$ cat src/rtl/bsg_cgol_pkg.sv
// Shared types for the Game-of-Life readout blocks.
package bsg_cgol_pkg;

    // Readout streaming state: waiting for a capture, or offering rows.
    typedef enum logic [0:0] {
        eIdle = 1'b0,
        eBusy = 1'b1
    } bsg_cgol_state_e;

endpackage

$ cat src/rtl/bsg_popcount.sv
// Combinational population count of a bit vector.
module bsg_popcount #(
    parameter int unsigned width_p = 8
) (
    input  logic [width_p-1:0]           i,
    output logic [$clog2(width_p+1)-1:0] o
);

    localparam int unsigned cnt_width_lp = $clog2(width_p + 1);

    // Sum the set bits of the input.
    always_comb begin
        o = '0;
        for (int k = 0; k < width_p; k++) begin
            o = o + cnt_width_lp'(i[k]);
        end
    end

endmodule

$ cat src/rtl/bsg_cgol_readout.sv
// Snapshots a square Game-of-Life board and streams it out one row per
// valid/yumi handshake, row 0 first.
// Optional feature macro: BSG_CGOL_READOUT_ALIVE_COUNT_EN adds alive_cnt_o,
// the number of live cells in the row currently offered on data_o.
module bsg_cgol_readout
    import bsg_cgol_pkg::*;
#(
    parameter int unsigned board_width_p = 8
) (
    input  logic                                   clk_i,
    input  logic                                   reset_i,
    input  logic [board_width_p*board_width_p-1:0] board_i,
    input  logic                                   capture_i,
    output logic                                   ready_o,
    output logic [board_width_p-1:0]               data_o,
    output logic                                   v_o,
    output logic                                   last_o,
    input  logic                                   yumi_i
`ifdef BSG_CGOL_READOUT_ALIVE_COUNT_EN
    ,
    output logic [$clog2(board_width_p+1)-1:0]     alive_cnt_o
`endif
);

    localparam int unsigned cnt_width_lp = $clog2(board_width_p);
    localparam logic [cnt_width_lp-1:0] last_row_lp = cnt_width_lp'(board_width_p - 1);

    bsg_cgol_state_e state_r, state_n;

    logic [board_width_p-1:0][board_width_p-1:0] snap_r;
    logic [cnt_width_lp-1:0]                     row_cnt_r;

    logic capture_accept;
    logic at_last_row;
    logic row_taken;

    assign capture_accept = (state_r == eIdle) && capture_i;
    assign at_last_row    = (row_cnt_r == last_row_lp);
    assign row_taken      = (state_r == eBusy) && yumi_i;

    // State register; reset wins over every other input.
    always_ff @(posedge clk_i) begin
        if (reset_i) begin
            state_r <= eIdle;
        end else begin
            state_r <= state_n;
        end
    end

    // Next state: capture starts a stream, yumi on the final row ends it.
    always_comb begin
        state_n = state_r;
        unique case (state_r)
            eIdle: if (capture_i)              state_n = eBusy;
            eBusy: if (yumi_i && at_last_row)  state_n = eIdle;
            default:                           state_n = eIdle;
        endcase
    end

    // Snapshot and row counter; capture is only taken while idle.
    always_ff @(posedge clk_i) begin
        if (reset_i) begin
            snap_r    <= '0;
            row_cnt_r <= '0;
        end else if (capture_accept) begin
            snap_r    <= board_i;
            row_cnt_r <= '0;
        end else if (row_taken && !at_last_row) begin
            row_cnt_r <= row_cnt_r + cnt_width_lp'(1);
        end
    end

    // Handshake and row outputs, all decoded from registered state.
    always_comb begin
        ready_o = 1'b0;
        v_o     = 1'b0;
        last_o  = 1'b0;
        data_o  = '0;
        if (state_r == eBusy) begin
            v_o    = 1'b1;
            last_o = at_last_row;
            data_o = snap_r[row_cnt_r];
        end else begin
            ready_o = 1'b1;
        end
    end

`ifdef BSG_CGOL_READOUT_ALIVE_COUNT_EN
    // data_o is zero while idle, so the count is zero whenever v_o is low.
    bsg_popcount #(
        .width_p (board_width_p)
    ) alive_count (
        .i (data_o),
        .o (alive_cnt_o)
    );
`else
    // No alive-count logic in this build.
`endif

endmodule
$ cat config.mk
export PLATFORM = sky130hd
export DESIGN_NAME = bsg_cgol_readout
export DESIGN_NICKNAME = d
export VERILOG_FILES = /design/src/rtl/bsg_cgol_pkg.sv /design/src/rtl/bsg_popcount.sv /design/src/rtl/bsg_cgol_readout.sv
export SDC_FILE = /design/constraint.sdc
export NUM_CORES = 1
export LEC_CHECK = 0
export BUFFER_PORTS_ARGS = -buffer_cell sky130_fd_sc_hd__buf_2
export CAP_MARGIN = 10
export CORE_MARGIN = 2
export CORE_UTILIZATION = 56
export DETAILED_ROUTE_END_ITERATION = 16
export PLACE_DENSITY = 0.84
export SLEW_MARGIN = 20
export SYNTH_ARGS = -nofsm -noshare
export SYNTH_HDL_FRONTEND = slang
export SYNTH_SLANG_ARGS = --single-unit
$ cat constraint.sdc
create_clock -name clk_i -period 2.3 [get_ports clk_i]
set_clock_uncertainty 0.1 [all_clocks]
set_input_delay 0.115 -clock clk_i [delete_from_list [all_inputs] [get_ports clk_i]]
set_output_delay 0.115 -clock clk_i [all_outputs]
set_load 0.02 [all_outputs]
==> flow_metrics.py, run 1 <==
metrics = {
    "outcome": {
        "run_status": "finished, final reports clean",
    },
    "placed_design": {
        "dp_hpwl_um": 5010,
        "place_inst": 462,
        "gp_congestion": 0.863,
        "place_ws_ns": 0.412,
        "port_buffers": 78,
        "placed_area_um2": 3330,
    },
    "layout": {
        "drive_gt1_frac": 0.229,
        "regArea_um2": 1360,
        "area_growth_pct": 43.6,
        "finalInstanceArea_um2": 4190,
        "multiInputGateArea_um2": 1420,
        "n_antenna_cell": 0,
        "fillers": 314,
        "final_util": 0.825,
        "fin_cells": 542,
        "nNetsFinal": 539,
    },
    "synth": {
        "yosysMostFrequentCell": "nand2_1",
        "syn_nets": 404,
        "async_flop_share": 0,
        "ys.flop_type": "dfxtp_1",
        "ys_top_cells_by_area": "dfxtp_1 47%, nand2_1 16%, a21oi_1 11%, mux4_1 7.2%, mux4_2 6.2%",
        "ys_warn_count": 0,
        "yosysTopAreaCell": "dfxtp_1",
        "synth_edf_count": 0,
        "synth-seq-cells": 68,
        "synth_top_area_share": 0.467,
        "synth_seq_area_share": 0.467,
        "netlist_area_um2": 2920,
        "ys_types": 22,
        "avgSynthCellArea_um2": 8.74,
        "syn_inst": 334,
        "synthTopCellsByCount": "128 x nand2_1, 68 x dfxtp_1, 64 x a21oi_1",
    },
    "setup_path": {
        "reg2reg_to": "state_r",
        "critPathLaunchType": "register",
        "cp.arrival_ns": 1.96,
        "rr_startpoint": "row_cnt_r[0]",
        "cp_max_fo": 16,
        "crit_path_end_kind": "output port",
        "r2r_slack_ns": 0.27,
        "cp_data_required_time_ns": 2.09,
        "reg2reg_depth": 6,
        "critPathKind": "register to output port",
    },
    "sta": {
        "holdWs_ns": 0.257,
        "finalSetupTns_ns": 0,
        "finalHoldViolations": 0,
        "rsz0062_at_grt": "false",
        "setup_violations": 0,
        "setup_ws_ns": 0.124,
        "tightest_slew_ns": 0.676,
        "drv_slew": 0,
        "fin_crit_sh": 0.946,
        "slew_headroom": 0.549,
        "period_needed_ns": 2.18,
        "max_freq_mhz": 460,
    },
    "hold_path": {
        "min_to": "snap_r[18]",
        "min_path_type": "input port to register",
        "min-delay-start": "capture_i",
        "hold_path_depth": 5,
    },
    "route": {
        "first_iter_violations": 240,
        "num_vias": 2964,
        "dr.pass1.iters": 5,
        "wl_um": 8870,
        "ant_nets": 0,
        "routedWlPerCell_um": 16.4,
        "vias_per_cell": 5.47,
        "drc": 0,
    },
    "clock_network": {
        "clkSlewWorstSetupHoldPaths_ns": 0.06,
        "cts_buffers": 9,
        "cts_tree": "done",
        "clock_path_buffers": 2,
        "root_buffer": "clkbuf_8",
        "cts.sinks": 68,
        "cts_setup_buffers": 0,
        "clk-insertion-delay-late_ns": 0.34,
        "ctsHtreeMaxLevel": 3,
    },
    "floorplanning": {
        "fp.dieW_um": 76.2,
        "initial_core_util": 0.575,
        "dieArea_um2": 5800,
        "core_area_um2": 5070,
        "die_h_um": 76.2,
        "pin_count": 79,
        "rows": 26,
    },
    "run": {
        "maxCapViolations": 0,
    },
    "grt": {
        "grt_pass1_vias": 2875,
        "grtUsageTotal": 0.312,
        "grt_max_degree": 69,
        "antenna_found_initial": 0,
        "gr-total-overflow": 0,
        "grt_pass1_wl_um": 13900,
    },
    "power_and_ir_drop": {
        "power.total_mw": 2.65,
        "power.density_nw_per_um2": 633,
        "ir_drop_v": 0.000453,
        "leakage_nw": 1.76,
    },
}
[per-layer routing]
metal | GRT usage | part of all wire | vias up
met5 | 0 | 0 | -
met4 | 0.173 | 0.038 | 0
met3 | 0.0592 | 0.065 | 28
met2 | 0.541 | 0.51 | 153
met1 | 0.365 | 0.39 | 1393
li1 | - | - | 1390
[worst max-delay path by stage]
stage                 start   endpoint  depth (start not counted)
5_1_grt        row_cnt_r[0]  data_o[4]                          5
4_1_cts        row_cnt_r[0]  data_o[4]                          5
3_5_place_dp   row_cnt_r[0]  data_o[4]                          5
2_1_floorplan  row_cnt_r[0]  data_o[1]                          5
3_3_place_gp   row_cnt_r[0]  data_o[0]                          5
6_report       row_cnt_r[0]  data_o[4]                          5
[logic make-up (layout without fill, tap and decap cells)]
group	after synthesis	count (layout)	share of synthesized area
adder cells (fa/ha/maj)	2	2	0.00857
buffers and inverters	28	166	0.0510
flip-flops	68	68	0.467
XOR/XNOR	1	1	0.00300
AO/OA/AOI/OAI	65	65	0.112
AND/OR/NAND/NOR	144	144	0.190
multiplexers	26	26	0.168
[report_power, final]
group	switching, mW	total (mW)	internal (mW)
sequential	0.0457	1.29	1.24
combinational	0.182	0.389	0.207
clock	0.427	0.974	0.547
[cells in the final DEF, fill, tap and decap left out, drive strengths merged, types with 2 or more instances in the layout]
cell type	n
nand2	128
buf	85
dfxtp	68
dlygate4sd3	66
a21oi	64
mux4	16
clkbuf	12
mux2i	10
nor2	9
nor3	3
ha	2
clkinv	2
[worst max-delay path, stage by stage, from the launching register on]
cell,delay [ns]
dfxtp_1,0.43
buf_12,0.20
mux4_1,0.56
mux2i_1,0.19
nor2_1,0.06
buf_2,0.16
[state kept, by name (all words and copies together) (netlist names)]
name and flops:
row_cnt_r 3, snap_r 64, state_r 1
[area by class of cell]
cell class,count,share of cell area
inverter,1,0.000896
timing repair buffer,151,0.269
sequential,68,0.325
tap,70,0.0209
clock buffer,12,0.0370
multi-input combinational,238,0.338
clock inverter,2,0.00836
[repair_timing]
action,in CTS,in global routing
setup endpoints to repair,0,6
hold buffers,66,0
resized for setup,0,3
endpoints found under the hold margin,65,0
Power figures use the tool's default switching activity.
==> inputs of run 2 (changes only) <==
--- a/constraint.sdc
+++ b/constraint.sdc
@@ -4,2 +4,2 @@
 set_output_delay 0.115 -clock clk_i [all_outputs]
-set_load 0.02 [all_outputs]
+set_load 0.01 [all_outputs]
==> run 2 against run 1 <==
  * Register-to-register slack improved by 0.33 ns
  * Critical path depth unchanged
  * Via count up 3.4%
  * Worst hold slack worse by 0.26 ns
  * Core utilization is 0.84 points higher
  * Sequential cell count unchanged
  * Largest cell class unchanged
  * Highest routed layer unchanged
==> flow_metrics.py, run 2 (synthesis results as in run 1) <==
metrics = {
    "placed_design": {
        "dp_hpwl_um": 5180,
        "gp_congestion": 0.872,
        "place_inst": 463,
        "port_buffers": 78,
    },
    "grt": {
        "antenna_found_initial": 0,
        "grt_max_degree": 65,
        "grt_pass1_vias": 2949,
        "gr-total-overflow": 0,
        "grtUsageTotal": 0.328,
        "grt_pass1_wl_um": 14600,
    },
    "hold_path": {
        "min_to": "state_r",
        "min_path_type": "input port to register",
        "min-delay-start": "capture_i",
        "hold_path_depth": 3,
    },
    "sta": {
        "finalHoldViolations": 0,
        "max_freq_mhz": 451,
        "tightest_slew_ns": 0.544,
        "period_needed_ns": 2.22,
        "finalSetupTns_ns": 0,
        "slew_headroom": 0.638,
        "setup_violations": 0,
        "drv_slew": 0,
        "rsz0062_at_grt": "false",
        "fin_crit_sh": 0.963,
    },
    "setup_path": {
        "cp_data_required_time_ns": 2.09,
        "cp_max_fo": 16,
        "rr_startpoint": "row_cnt_r[0]",
        "cp.arrival_ns": 2.00,
        "critPathLaunchType": "register",
        "reg2reg_to": "row_cnt_r[1]",
        "critPathKind": "register to output port",
        "reg2reg_depth": 6,
        "r2r_slack_ns": 0.60,
        "crit_path_end_kind": "output port",
    },
    "layout": {
        "area_growth_pct": 45.0,
        "regArea_um2": 1360,
        "largest_register": "snap_r",
        "fin_cells": 544,
        "largest_register_ffs": 64,
        "layout_common_cells": "128 x nand2_1, 78 x buf_2, 68 x dfxtp_1, 65 x dlygate4sd3_1, 64 x a21oi_1",
        "fillers": 299,
        "final_util": 0.834,
        "final_common_cell": "nand2_1",
        "drive_gt1_frac": 0.236,
        "reg_top3": "snap_r: 64 flops, row_cnt_r: 3 flops, state_r: 1 flops",
        "n_antenna_cell": 0,
        "nNetsFinal": 539,
        "multiInputGateArea_um2": 1420,
    },
    "run": {
        "maxCapViolations": 0,
    },
    "power_and_ir_drop": {
        "ir_drop_v": 0.000492,
        "leakage_nw": 1.78,
        "power.density_nw_per_um2": 668,
        "power.total_mw": 2.82,
    },
    "floorplanning": {
        "core_area_um2": 5070,
        "dieArea_um2": 5800,
        "pin_count": 79,
        "initial_core_util": 0.575,
        "die_h_um": 76.2,
        "rows": 26,
        "fp.dieW_um": 76.2,
    },
    "route": {
        "wl_um": 9310,
        "drc": 0,
        "ant_nets": 0,
        "first_iter_violations": 275,
        "vias_per_cell": 5.63,
        "routedWlPerCell_um": 17.1,
        "num_vias": 3065,
        "dr.pass1.iters": 6,
    },
    "clock_network": {
        "root_buffer": "clkbuf_8",
        "ctsHtreeMaxLevel": 3,
        "cts.sinks": 68,
        "clock_path_buffers": 2,
        "clkSlewWorstSetupHoldPaths_ns": 0.07,
        "cts_tree": "done",
        "clk-insertion-delay-late_ns": 0.35,
        "cts_buffers": 9,
        "cts_setup_buffers": 0,
    },
    "outcome": {
        "run_status": "finished, final reports clean",
    },
}
-- run 2: layout make-up --
class                   instances  share of cell area
clock inverters                 4              0.0166
repair buffers                151               0.266
multi-input cells             238               0.335
inverters                       1            0.000887
clock buffers                  12              0.0390
well taps                      70              0.0207
flip-flops and latches         68               0.322
-- run 2: worst max path at each step --
stage	from	end
3_5_place_dp	row_cnt_r[0]	data_o[0]
6_report	row_cnt_r[0]	data_o[2]
2_1_floorplan	row_cnt_r[0]	data_o[1]
4_1_cts	row_cnt_r[0]	data_o[0]
3_3_place_gp	row_cnt_r[0]	data_o[0]
5_1_grt	row_cnt_r[0]	data_o[0]
-- run 2: repair_timing --
item / 4_1_cts / 5_1_grt
gates resized for setup: 0 / 3
hold buffers: 65 / 0
hold endpoints to repair: 65 / 0
endpoints found under the setup margin: 0 / 6
-- run 2: per-stage QoR --
step / setup WS [ns] / hold slack (ns) / cell area (um2)
floorplan: 0.786 / 0.111 / 2920
global placement: 0.471 / 0.223 / 3330
detailed placement: 0.433 / 0.229 / 3330
CTS: 0.0611 / 0.00356 / 4220
global route: 0.00541 / 0.0593 / 4230
finish: 0.0850 / 0.00123 / 4230
-- run 2: metal layers --
layer	routed length (um)	part of all wire	global-route usage	up-vias
met2	4660	0.50	0.581	186
met4	405	0.043	0.124	0
met1	3490	0.37	0.390	1439
met5	0	0	0	-
met3	765	0.082	0.0746	48
li1	-	-	-	1392
-- run 2: where the power goes --
group | total [mW] | switching [mW] | internal (mW)
clock | 1.14 | 0.449 | 0.695
combinational | 0.388 | 0.181 | 0.206
sequential | 1.29 | 0.0498 | 1.24
total | 2.82 | 0.680 | 2.14
-- run 2: worst max-delay path: stages (launching register included) --
cell and delay [ns]:
dfxtp_1 0.46, buf_12 0.21, mux4_1 0.57, mux2i_1 0.20
nor2_1 0.06, buf_2 0.14
==> inputs of run 3 (changes only) <==
ABC_AREA = 1   (was default)
CORE_UTILIZATION = 57   (was 56)
PLACE_DENSITY = 0.85   (was 0.84)
==> run 3 against run 2 <==
  * The flow now finishes with violations (hold timing)
  * Power rose by 0.96%
  * Worst setup slack gained 0.11 ns
  * Synthesized area grew 8.2%
  * Design area up 0.95%
  * Count of clock-buffer cells in the layout is 1 lower
  * Via count rose by 11%
  * Worst hold slack got worse by 0.0020 ns
  * Clock power shrank 6%
  * Wire length down 5.6%
  * Largest cell class is now flip-flops and latches
  * Largest power group unchanged
==> flow_metrics.py, run 3 <==
metrics = {
    "synth": {
        "syn_nets": 522,
        "avgSynthCellArea_um2": 6.98,
        "synth_seq_area_share": 0.431,
        "synth_top_area_share": 0.431,
        "yosysMostFrequentCell": "nand2_1",
        "synthTopCellsByCount": "86 x nand2_1, 68 x dfxtp_1, 66 x a21oi_1, 66 x inv_1, 48 x o21ai_0",
        "ys_warn_count": 0,
        "ys_top_cells_by_area": "dfxtp_1 43%, a21oi_1 10%, nand2_1 10%, inv_1 7.8%, o21ai_0 7.6%",
        "async_flop_share": 0,
        "ys_types": 18,
        "netlist_area_um2": 3160,
        "yosysTopAreaCell": "dfxtp_1",
        "syn_inst": 452,
        "synth-seq-cells": 68,
        "synth_edf_count": 0,
        "ys.flop_type": "dfxtp_1",
    },
    "layout": {
        "multiInputGateArea_um2": 1310,
        "fillers": 373,
        "nNetsFinal": 642,
        "reg_top3": "snap_r: 64 flops, row_cnt_r: 3 flops, state_r: 1 flops",
        "largest_register": "snap_r",
        "n_antenna_cell": 0,
        "final_common_cell": "nand2_1",
        "largest_register_ffs": 64,
        "fin_cells": 649,
        "regArea_um2": 1360,
        "drive_gt1_frac": 0.184,
        "area_growth_pct": 35.3,
        "finalInstanceArea_um2": 4270,
        "layout_common_cells": "86 x nand2_1, 78 x buf_2, 68 x dfxtp_1, 66 x inv_1, 66 x a21oi_1",
    },
    "clock_network": {
        "cts_tree": "done",
        "root_buffer": "clkbuf_8",
        "cts.sinks": 68,
        "cts_buffers": 9,
        "clock_path_buffers": 2,
        "clkSlewWorstSetupHoldPaths_ns": 0.07,
        "ctsHtreeMaxLevel": 3,
        "clk-insertion-delay-late_ns": 0.34,
        "post_cts_resized": 0,
    },
    "sta": {
        "max_freq_mhz": 475,
        "tightest_slew_ns": 0.834,
        "slew_headroom": 0.444,
        "finalSetupTns_ns": 0,
        "period_needed_ns": 2.11,
        "fin_crit_sh": 0.915,
        "rsz0062_at_grt": "false",
        "holdWs_ns": -0.000747,
        "finalHoldViolations": 1,
        "setup_violations": 0,
        "drv_slew": 0,
    },
    "route": {
        "dr.pass1.iters": 5,
        "routedWlPerCell_um": 13.5,
        "vias_per_cell": 5.22,
        "first_iter_violations": 222,
        "wl_um": 8790,
        "num_vias": 3390,
        "drc": 0,
        "ant_nets": 0,
    },
    "floorplanning": {
        "pin_count": 79,
        "fp.dieW_um": 78.4,
        "dieArea_um2": 6150,
        "core_area_um2": 5440,
        "die_h_um": 78.4,
        "rows": 27,
        "initial_core_util": 0.580,
    },
    "outcome": {
        "violations": "hold timing",
        "run_status": "finished with violations",
    },
    "grt": {
        "gr-total-overflow": 0,
        "grt_pass1_vias": 3235,
        "grt_max_degree": 82,
        "grtUsageTotal": 0.300,
        "grt_pass1_wl_um": 14400,
        "antenna_found_initial": 0,
    },
    "hold_path": {
        "min_path_type": "input port to register",
    },
    "setup_path": {
        "cp_max_fo": 33,
        "critPathLaunchType": "register",
        "critPathKind": "register to output port",
        "cp_data_required_time_ns": 2.09,
        "crit_path_end_kind": "output port",
        "cp.arrival_ns": 1.89,
    },
    "power_and_ir_drop": {
        "power.density_nw_per_um2": 668,
        "leakage_nw": 2.00,
        "ir_drop_v": 0.000574,
    },
    "run": {
        "maxCapViolations": 0,
    },
    "placed_design": {
        "placed_area_um2": 3470,
        "place_inst": 575,
        "gp_congestion": 0.885,
        "port_buffers": 78,
        "dp_hpwl_um": 5230,
    },
}
[run 3: changes by cell type after synthesis, moves of 3 or more]
| cell | before | now |
|---|---|---|
| mux2i_1 | 10 | 0 |
| buf_6 | 1 | 10 |
| clkbuf_1 | 9 | 6 |
| inv_1 | 0 | 66 |
| nand2_1 | 128 | 86 |
| o21ai_1 | 0 | 17 |
| nand3_1 | 0 | 40 |
| nor2_1 | 9 | 17 |
| mux4_1 | 8 | 0 |
| nor3_1 | 3 | 0 |
| inv_2 | 0 | 4 |
| o21ai_0 | 0 | 48 |
| mux4_2 | 8 | 0 |
[run 3: kinds of logic after synthesis]
| family | share of synthesized area |
|---|---|
| compound gates | 0.214 |
| fa+ha+maj | 0.00793 |
| buf+inv | 0.157 |
| flops | 0.431 |
| simple gates | 0.190 |
[run 3: power breakdown]
group          switching (mW)  total (mW)  internal, mW
logic                   0.268       0.483         0.215
registers              0.0272        1.29          1.27
clock network           0.439        1.07         0.635
total                   0.734        2.85          2.12
[run 3: layout make-up]
type	count	share of cell area
well taps	72	0.0211
repair buffers	143	0.243
inverters	70	0.0615
clock inverters	5	0.0176
clock buffers	11	0.0331
multi-input cells	280	0.306
flip-flops and latches	68	0.319
[run 3: path summary, 6_finish.rpt]
kind             endpoint  cells past startpoint  slack [ns]         start
min reg2reg     snap_r[6]                      2        0.36     snap_r[6]
min             snap_r[5]                      3     -0.0007    board_i[5]
max             data_o[6]                      7        0.19  row_cnt_r[0]
max reg2reg  row_cnt_r[2]                      6        0.64  row_cnt_r[1]
[run 3: per-stage QoR]
stage / worst slack (ns) / util / power [mW]
finish: 0.195 / 0.785 / 2.85
global route: 0.116 / 0.785 / 2.96
CTS: 0.252 / 0.785 / 2.84
detailed placement: 0.633 / 0.639 / 1.71
global placement: 0.699 / 0.639 / 1.70
floorplan: 0.997 / - / 1.60
[run 3: repair_timing]
item / CTS / global route
hold endpoints to repair: 58 / 0
setup buffers: 0 / 0
hold buffers: 58 / 0
[run 3: critical path, stage by stage (launching register included)]
cell and delay, ns:
dfxtp_1 0.53, inv_2 0.31, nand2_1 0.13, nand3_1 0.10, nand3_1 0.09, nand2_1 0.05
nor2_1 0.16, buf_2 0.17
[run 3: per-layer routing]
| layer | up-vias | share of wire | wire [um] | track usage |
|---|---|---|---|---|
| met5 | - | 0 | 0 | 0 |
| met4 | 0 | 0.034 | 295 | 0.149 |
| met3 | 27 | 0.054 | 478 | 0.0414 |
| met2 | 143 | 0.50 | 4440 | 0.530 |
| met1 | 1537 | 0.41 | 3580 | 0.355 |
| li1 | 1683 | - | - | - |
